==> config.mk <==
export PLATFORM = sky130hd
export DESIGN_NAME = battle_sequencer
export DESIGN_NICKNAME = d
export VERILOG_FILES = /design/src/rtl/battle_pkg.sv /design/src/rtl/battle_sequencer_timer.sv /design/src/rtl/battle_sequencer.sv
export SDC_FILE = /design/constraint.sdc
export NUM_CORES = 1
export LEC_CHECK = 0
export BUFFER_PORTS_ARGS = -buffer_cell sky130_fd_sc_hd__buf_4
export CAP_MARGIN = 20
export CELL_PAD_IN_SITES_DETAIL_PLACEMENT = 0
export CELL_PAD_IN_SITES_GLOBAL_PLACEMENT = 1
export CORE_ASPECT_RATIO = 0.75
export CORE_UTILIZATION = 25
export DETAILED_ROUTE_END_ITERATION = 12
export PLACE_DENSITY_LB_ADDON = 0.3
export RECOVER_POWER = 100
export SETUP_SLACK_MARGIN = 0.3
export SYNTH_ARGS = -nofsm -noshare
export SYNTH_HDL_FRONTEND = slang
export SYNTH_HIERARCHICAL = 1
export SYNTH_SLANG_ARGS = --single-unit
==> constraint.sdc <==
create_clock -name clk -period 5.7 [get_ports clk]
set_input_delay 0.57 -clock clk [delete_from_list [all_inputs] [get_ports clk]]
set_output_delay 0.57 -clock clk [all_outputs]
set_load 0.1 [all_outputs]
==> src/rtl/battle_pkg.sv <==
// battle_pkg: shared definitions for the battle screen blocks.
//   - battle state encodings (read by menu and phase blocks off the state bus)
//   - menu choice codes
package battle_pkg;

  // Raw encodings kept as plain constants for blocks that compare bit patterns.
  // MENU must stay 4'b0000: the menu block activates on a transition into 0000.
  localparam logic [3:0] ST_IDLE   = 4'b1010;
  localparam logic [3:0] ST_MENU   = 4'b0000;
  localparam logic [3:0] ST_ATTACK = 4'b0001;
  localparam logic [3:0] ST_ACT    = 4'b0010;
  localparam logic [3:0] ST_DODGE  = 4'b0011;
  localparam logic [3:0] ST_WIN    = 4'b0100;
  localparam logic [3:0] ST_LOSE   = 4'b0101;

  typedef enum logic [3:0] {
    IDLE   = ST_IDLE,
    MENU   = ST_MENU,
    ATTACK = ST_ATTACK,
    ACT    = ST_ACT,
    DODGE  = ST_DODGE,
    WIN    = ST_WIN,
    LOSE   = ST_LOSE
  } battle_state_t;

  localparam logic [1:0] CHOICE_ATTACK = 2'd0;
  localparam logic [1:0] CHOICE_ACT    = 2'd1;
  localparam logic [1:0] CHOICE_ITEM   = 2'd2;
  localparam logic [1:0] CHOICE_MERCY  = 2'd3;

endpackage

==> src/rtl/battle_sequencer_timer.sv <==
// phase_timer: 32-bit phase cycle counter with a runtime limit.
//   clk, rst : clock, synchronous active-high reset
//   clear    : zero the count (state entry)
//   enable   : count this cycle
//   limit    : phase length in cycles
//   hit      : high while enabled and count == limit-1 (last cycle of phase)
// The owner always leaves the phase on hit, so the count never wraps.
module phase_timer (
  input  logic        clk,
  input  logic        rst,
  input  logic        clear,
  input  logic        enable,
  input  logic [31:0] limit,
  output logic        hit
);

  logic [31:0] count;

  // NOTE: sequential state uses non-blocking assignments so every register
  // samples pre-edge values regardless of block ordering.
  always_ff @(posedge clk) begin
    if (rst || clear) begin
      count <= '0;
    end else if (enable) begin
      count <= count + 32'd1;
    end
  end

  assign hit = enable && (count == limit - 32'd1);

endmodule

==> src/rtl/battle_sequencer.sv <==
// battle_sequencer: turn scheduler for the battle screen.
//   MENU -> ATTACK / ACT / (mercy) -> DODGE -> MENU, with WIN / LOSE terminal.
// Ports:
//   clk, rst           clock, synchronous active-high reset
//   start_in           level; rising edge starts a battle (from IDLE/WIN/LOSE)
//   menu_finished_in   1-cycle pulse, menu_choice_in / spare_ok_in valid with it
//   attack_done_in     1-cycle pulse, attack animation done
//   dialog_done_in     1-cycle pulse, act/item dialogue closed
//   dodge_done_in      1-cycle pulse, bullet pattern ended early
//   player_hp_in       player HP (0 in DODGE -> LOSE)
//   enemy_hp_in        enemy HP (0 at attack end -> WIN)
//   state_out          registered battle state (battle_pkg encoding)
//   *_start_out        1-cycle pulses in the first cycle of ATTACK/ACT/DODGE
//   win_out, lose_out  levels, high in WIN / LOSE
//   turn_out           completed DODGE phases, saturating at 255
module battle_sequencer
  import battle_pkg::*;
#(
  parameter int unsigned DODGE_CYCLES  = 32500000,
  parameter int unsigned PHASE_TIMEOUT = 65000000,
  parameter int unsigned HP_W          = 8
) (
  input  logic            clk,
  input  logic            rst,
  input  logic            start_in,
  input  logic            menu_finished_in,
  input  logic [1:0]      menu_choice_in,
  input  logic            attack_done_in,
  input  logic            dialog_done_in,
  input  logic            dodge_done_in,
  input  logic            spare_ok_in,
  input  logic [HP_W-1:0] player_hp_in,
  input  logic [HP_W-1:0] enemy_hp_in,
  output logic [3:0]      state_out,
  output logic            attack_start_out,
  output logic            dialog_start_out,
  output logic            dodge_start_out,
  output logic            win_out,
  output logic            lose_out,
  output logic [7:0]      turn_out
);

  battle_state_t state, next_state;
  logic          start_prev;
  logic          start_edge;
  logic          in_phase;
  logic          timer_hit;
  logic [31:0]   timer_limit;

  assign start_edge  = start_in && !start_prev;
  assign in_phase    = (state == ATTACK) || (state == ACT) || (state == DODGE);
  assign timer_limit = (state == DODGE) ? 32'(DODGE_CYCLES) : 32'(PHASE_TIMEOUT);

  phase_timer u_timer (
    .clk    (clk),
    .rst    (rst),
    .clear  (next_state != state),
    .enable (in_phase),
    .limit  (timer_limit),
    .hit    (timer_hit)
  );

  // NOTE: next_state is defaulted before the case so every path assigns it
  // and no latch is inferred.
  always_comb begin
    next_state = state;
    unique case (state)
      IDLE: if (start_edge) next_state = MENU;
      MENU: begin
        if (menu_finished_in) begin
          unique case (menu_choice_in)
            CHOICE_ATTACK: next_state = ATTACK;
            CHOICE_ACT,
            CHOICE_ITEM:   next_state = ACT;
            CHOICE_MERCY:  next_state = spare_ok_in ? WIN : DODGE;
          endcase
        end
      end
      // attack_done beats the timeout when both land on the same cycle.
      ATTACK: begin
        if (attack_done_in)  next_state = (enemy_hp_in == '0) ? WIN : DODGE;
        else if (timer_hit)  next_state = DODGE;
      end
      ACT: if (dialog_done_in || timer_hit) next_state = DODGE;
      // A dead player beats both early end and timeout.
      DODGE: begin
        if (player_hp_in == '0)              next_state = LOSE;
        else if (dodge_done_in || timer_hit) next_state = MENU;
      end
      WIN, LOSE: if (start_edge) next_state = MENU;
      default: next_state = IDLE;
    endcase
  end

  always_ff @(posedge clk) begin
    if (rst) begin
      state            <= IDLE;
      start_prev       <= 1'b0;
      attack_start_out <= 1'b0;
      dialog_start_out <= 1'b0;
      dodge_start_out  <= 1'b0;
      win_out          <= 1'b0;
      lose_out         <= 1'b0;
      turn_out         <= 8'd0;
    end else begin
      state            <= next_state;
      start_prev       <= start_in;
      // Pulses and levels are registered from next_state so they line up
      // with the first cycle the new state is visible.
      attack_start_out <= (next_state == ATTACK) && (state != ATTACK);
      dialog_start_out <= (next_state == ACT)    && (state != ACT);
      dodge_start_out  <= (next_state == DODGE)  && (state != DODGE);
      win_out          <= (next_state == WIN);
      lose_out         <= (next_state == LOSE);
      if (state == DODGE && next_state == MENU) begin
        if (turn_out != 8'hFF) turn_out <= turn_out + 8'd1;
      end else if ((state == WIN || state == LOSE) && next_state == MENU) begin
        turn_out <= 8'd0;
      end
    end
  end

  assign state_out = state;

endmodule
==> results of run 1 <==
## layout make-up
class	count	area, um2
Sequential cell	50	1010
Tap cell	200	250
Clock buffer	7	154
Multi-Input combinational cell	457	2890
Fill cell	1591	9810
Timing Repair Buffer	48	293
Inverter	11	45.0
Clock inverter	1	7.51
## report_power, final
part	total [W]	internal, W	switching [W]
sequential	0.000369	0.000355	0.0000144
clock	0.000329	0.000190	0.000139
combinational	0.000169	0.0000563	0.000113
total	0.000867	0.000601	0.000266
## metal layers
| metal | vias to the layer above | global-route usage [%] | part of all wire (%) | routed length, um |
|---|---|---|---|---|
| met5 | - | 0 | 0 | 0 |
| met4 | 0 | 3.30 | 1.1 | 106 |
| met3 | 10 | 2.36 | 2.7 | 254 |
| met2 | 36 | 20.9 | 44 | 4150 |
| met1 | 1558 | 17.8 | 52 | 4860 |
| li1 | 1795 | - | - | - |
## final timing paths
path              slack [ns]  cells past startpoint           endpoint               from
hold reg to reg         0.52                      2  u_timer/count[22]  u_timer/count[22]
hold / removal          0.51                      2         start_prev           start_in
setup reg to reg        0.57                     18  u_timer/count[22]       state_out[2]
setup / recovery        0.57                     18  u_timer/count[22]       state_out[2]
## cell usage after synthesis (all sizes together), types with 6 or more instances
cell    count  share of area, %
a21oi      11               1.5
and3        8               1.4
buf         7               1.4
clkbuf      9              0.91
dfxtp      50                27
inv        11               1.1
mux2i       6               1.6
nand2      32               3.3
nand2b      6               1.0
nand3      22               3.1
nand3b      6               1.2
nand4      14               2.5
nor2       53               5.6
nor2b       8               1.4
nor3       15               2.3
nor4       16               4.3
nor4b       6               1.6
o21ai      13               1.8
or3        10               1.7
xnor2      30               7.1
xor2       37               8.8
## stage by stage
step | instances | instance area [um2]
finish | 774 | 4650
global route | 774 | 4650
global placement | 764 | 4550
CTS | 772 | 4710
detailed placement | 764 | 4550
floorplan | 534 | 4030
## timing repair
action	in CTS	in global routing
setup buffers	0	2
pin swaps	0	1
gates resized for setup	2	2
setup endpoints to repair	32	34
hold buffers	0	0
## cell families (layout without fill, tap and decap cells)
kind of cell             Yosys count  count (layout)  share of synthesized area [%]
AO/OA/AOI/OAI                     70              70                           14.9
adder cells (fa/ha/maj)            5               5                           1.69
flip-flops                        50              50                           27.1
AND/OR/NAND/NOR                  220             220                           34.6
buffers and inverters             27              67                           3.39
other                              2              87                          0.203
XOR/XNOR                          67              67                           15.9
multiplexers                       8               8                           2.24
## worst reg2reg max path, stage by stage, from the launching register on
cell and delay [ns]:
dfxtp_4 0.39, nor2_4 0.19, nand3_4 0.20, buf_4 0.25, nor4_4 0.28, nand2_1 0.14, or3_1 0.34, xnor2_1 0.13
or4_1 0.53, or4_1 0.54, nor4b_2 0.36, nor2_1 0.10, a21oi_1 0.23, o211ai_4 0.16, a21oi_1 0.38, xor2_1 0.18
nand3_1 0.09, or2_4 0.40, a21oi_1 0.19
## state kept, by name, indices dropped and copies added, names as in the netlist
signal and cells:
attack_start_out 1, dialog_start_out 1, dodge_start_out 1, lose_out 1
start_prev 1, state_out 4, turn_out 8, u_timer/count 32
win_out 1
==> flow_metrics.py, run 1 <==
metrics = {
    "run_status": {
        "status": "completed",
    },
    "clocking": {
        "cts_made_buffers": 5,
        "root_buffer": "clkbuf_16",
        "clk-insertion-delay-late_ns": 0.30,
        "clk_path_buf_depth": 2,
        "htreeDepth": 2,
        "cts_sinks": 50,
        "cts_tree": "built",
        "path_clk_slew_ns": 0.07,
    },
    "pwr": {
        "ir_worst_vdd_mv": 0.111,
        "p_leak_nw": 1.67,
        "powerDensity_nw_per_um2": 187,
        "total_power_w": 0.000867,
    },
    "critical_path": {
        "path_max_fanout": 32,
        "worstSetupStartpointType": "register",
        "crit_chain": "nor2_4 -> nand3_4 -> buf_4 -> nor4_4 -> nand2_1 -> or3_1 -> xnor2_1 -> or4_1 -> or4_1 -> nor4b_2 -> nor2_1 -> a21oi_1 -> o211ai_4 -> a21oi_1 -> xor2_1 -> nand3_1 -> or2_4 -> a21oi_1",
        "path_class": "register to register",
        "cp_num_buf_inv": 1,
        "crit_family": "simple AND/OR/NAND/NOR gates",
        "crit_top_cell": "a21oi_1",
        "cp_slowest_stage_delay_ns": 0.54,
        "end_kind": "register",
        "crit_path_top_delay_cell": "or4_1",
        "cp_data_required_time_ns": 5.93,
        "arrival_ns": 5.36,
    },
    "sta": {
        "slew_violations": 0,
        "min_period_ns": 5.13,
        "hold_ws_ns": 0.510,
        "rsz0062_at_grt": "false",
        "setup_ws_ns": 0.565,
        "setup-violations-final": 0,
        "fmax_mhz": 195,
        "finalCritPeriodShare_pct": 90.1,
        "relSlewSlack_pct": 22.1,
        "fin_worst_skew_ns": 0.00687,
        "hold_viol_final": 0,
        "worst_slew_pin_slew_ns": 1.17,
        "setup_tns_ns": 0,
    },
    "final_layout": {
        "drive_gt1_share_pct": 12.5,
        "antenna_cells": 0,
        "final_common_cell": "conb_1",
        "area_growth_pct": 25.8,
        "final_cell_mix": "87 x conb_1, 51 x nor2_1, 46 x dfxtp_1",
        "layout.nets": 604,
        "final_util_pct": 32.1,
    },
    "global_route": {
        "grt_overflow": 0,
        "grt_max_degree": 33,
        "grt_use_total_pct": 13.0,
        "antenna_found_initial": 0,
        "grt_pass1_vias": 3262,
        "grt_pass1_wl_mm": 15.8,
    },
    "synthesis": {
        "synth_edf_count": 0,
        "ys.flop_type": "dfxtp_1",
        "ys_seq_area_share_pct": 27.1,
        "syn_area_per_cell_um2": 8.23,
        "ys_async_sr_fraction_pct": 0,
        "syn-cell-area_um2": 3690,
        "synthCells": 449,
        "yosysWarnings": 6,
        "ys_ff_latch": 50,
        "ys_types": 73,
    },
    "route": {
        "drc": 0,
        "wl_per_cell_um": 12.1,
        "ant_nets": 0,
        "drt_pass1_iterations": 4,
        "drt_iter0_drc": 155,
        "vias": 3399,
        "drt_wl_total_mm": 9.37,
        "post_drt_via_cell_ratio": 4.39,
    },
    "place": {
        "portBuffers": 42,
        "place.gp.congestion": 0.847,
        "dp_slack_ns": 0.153,
        "dp_hpwl_mm": 7.30,
    },
    "die": {
        "die_w_um": 142,
        "die_y_um": 107,
        "rows": 38,
        "dieArea_um2": 15300,
        "core_um2": 14500,
        "boundaryPins": 43,
        "initial_core_util_pct": 25.6,
    },
    "min_path": {
        "hold_path_class": "primary input to register",
    },
    "flow_run": {
        "maxCapViolations": 0,
    },
}
Power figures use the tool's default switching activity.
==> run 2, diff against run 1 <==
==> constraint.sdc (replaced) <==
create_clock -name clk -period 5.4 [get_ports clk]
set_input_delay 0.54 -clock clk [delete_from_list [all_inputs] [get_ports clk]]
set_output_delay 0.54 -clock clk [all_outputs]
set_load 0.1 [all_outputs]
==> run 2 against run 1 <==
Net effect:
- clock-buffer cell count stayed put
- clock skew rose by 0.0041 ns
- register-to-register slack is essentially flat
- flip-flop and latch count is the same
- maximum frequency increased by 6.5%
- global-route usage about the same
- worst hold slack worse by 0.042 ns
- combinational power increased by 21%
- wire length rose by 6.4%
- power increased by 9.7%
- critical path type unchanged
==> flow_metrics.py, run 2 (synthesized netlist as in run 1, its figures left out) <==
metrics = {
    "route": {
        "vias": 3474,
        "drt_iter0_drc": 162,
        "ant_nets": 0,
        "drt_wl_total_mm": 9.97,
        "drt_pass1_iterations": 4,
        "wl_per_cell_um": 12.7,
        "drc": 0,
        "post_drt_via_cell_ratio": 4.44,
    },
    "critical_path": {
        "end_kind": "register",
        "crit_top_cell": "nor2_1",
        "crit_chain": "clkbuf_1 -> nor2_1 -> nor3_1 -> buf_4 -> nand3_1 -> nor4b_1 -> o2111ai_1 -> or4_1 -> nor4b_4 -> nor2_1 -> a21oi_2 -> o211ai_4 -> nor4_2 -> nor2_2 -> mux2_2",
        "cp_data_required_time_ns": 5.59,
        "rrSetupSlack_ns": 0.58,
        "cp_slowest_stage_delay_ns": 0.70,
        "path_class": "register to register",
        "timing.rr.start": "state_out[1]",
        "arrival_ns": 5.01,
        "r2r_end": "turn_out[0]",
        "cp-startpoint": "state_out[1]",
        "r2r_cells": 15,
        "crit_family": "simple AND/OR/NAND/NOR gates",
        "crit_path_top_delay_cell": "nor4_2",
        "path_max_fanout": 14,
        "endpoint": "turn_out[0]",
        "cp.depth": 15,
        "worstSetupStartpointType": "register",
        "cp_num_buf_inv": 2,
    },
    "sta": {
        "slew_violations": 0,
        "setup-violations-final": 0,
        "finalCritPeriodShare_pct": 89.3,
        "hold_ws_ns": 0.468,
        "fmax_mhz": 207,
        "worst_slew_pin_slew_ns": 1.17,
        "setup_ws_ns": 0.578,
        "relSlewSlack_pct": 22.2,
        "hold_viol_final": 0,
        "rsz0062_at_grt": "false",
        "fin_worst_skew_ns": 0.0110,
        "min_period_ns": 4.82,
        "setup_tns_ns": 0,
    },
    "die": {
        "die_w_um": 142,
        "boundaryPins": 43,
        "initial_core_util_pct": 25.6,
        "rows": 38,
        "dieArea_um2": 15300,
        "core_um2": 14500,
        "die_y_um": 107,
    },
    "final_layout": {
        "seqCellArea_um2": 1010,
        "fillerInstances": 1600,
        "largest_reg_flops": 32,
        "final_common_cell": "conb_1",
        "multi_input_area_um2": 2930,
        "drive_gt1_share_pct": 14.6,
        "area_growth_pct": 28.7,
        "top_register": "u_timer/count",
        "final_cell_mix": "87 x conb_1, 50 x nor2_1, 46 x dfxtp_1",
        "final_util_pct": 32.9,
        "antenna_cells": 0,
        "layout.nets": 613,
    },
    "clocking": {
        "postCtsHoldBufs": 0,
        "cts_sinks": 50,
        "htreeDepth": 2,
        "clk_path_buf_depth": 2,
        "path_clk_slew_ns": 0.07,
        "clk-insertion-delay-late_ns": 0.30,
        "cts_made_buffers": 5,
        "cts_tree": "built",
        "root_buffer": "clkbuf_16",
    },
    "global_route": {
        "grt_max_degree": 33,
        "grt_use_total_pct": 13.0,
        "grt_overflow": 0,
        "antenna_found_initial": 0,
        "grt_pass1_wl_mm": 15.7,
        "grt_pass1_vias": 3074,
    },
    "pwr": {
        "ir_worst_vdd_mv": 0.126,
        "total_power_w": 0.000952,
        "p_leak_nw": 1.73,
        "powerDensity_nw_per_um2": 200,
    },
    "place": {
        "portBuffers": 42,
        "place.gp.congestion": 0.848,
        "dp_hpwl_mm": 7.54,
        "dp_slack_ns": 0.0646,
    },
    "flow_run": {
        "maxCapViolations": 0,
    },
    "min_path": {
        "hold_path_class": "primary input to register",
    },
    "run_status": {
        "status": "completed",
    },
}
==> run 2: where the power goes <==
part / switching, W / internal (W)
combinational: 0.000138 / 0.0000662
clock: 0.000149 / 0.000215
sequential: 0.00000968 / 0.000374
==> run 2: how the worst min path moves through the flow <==
stage / startpoint / endpoint / slack (ns) / cells after the start
final: start_in / start_prev / 0.47 / 2
after global routing: start_in / start_prev / 0.53 / 2
after CTS: start_in / start_prev / 0.46 / 2
after detailed placement: u_timer/count[22] / u_timer/count[22] / 0.50 / 2
after global placement: u_timer/count[22] / u_timer/count[22] / 0.50 / 2
after floorplan: u_timer/count[22] / u_timer/count[22] / 0.48 / 2
==> run 2: layout make-up <==
cell class,count,share of cell area [%]
timing repair buffer,55,7.19
tap,200,5.27
clock buffer,7,3.45
multi-input combinational,459,61.6
clock inverter,1,0.184
sequential,50,21.3
inverter,11,0.948
==> run 2: repair_timing <==
item | in CTS | in global routing
gates cloned | 0 | 2
buffers inserted | 0 | 8
endpoints found under the setup margin | 32 | 39
resized for setup | 1 | 7
pin swaps | 1 | 4
==> run 2: worst register-to-register path, stage by stage (launching register included) <==
cell       delay (ns)
dfxtp_2          0.37
clkbuf_1         0.44
nor2_1           0.15
nor3_1           0.43
buf_4            0.25
nand3_1          0.10
nor4b_1          0.37
o2111ai_1        0.19
or4_1            0.56
nor4b_4          0.33
nor2_1           0.11
a21oi_2          0.16
o211ai_4         0.14
nor4_2           0.70
nor2_2           0.11
mux2_2           0.30
==> run 2: per-stage QoR <==
step | cell area (um2) | std cells
2_1_floorplan | 4050 | 534
3_3_place_gp | 4560 | 765
3_5_place_dp | 4560 | 765
4_1_cts | 4740 | 773
5_1_grt | 4750 | 783
6_report | 4750 | 783
==> run 2: routing by layer <==
layer  track usage, %  vias up  part of all wire [%]
li1                 -     1817                     -
met1             19.9     1607                    56
met2             18.6       45                    41
met3             2.40        5                   2.3
met4             2.46        0                  0.21
met5                0        -                     0
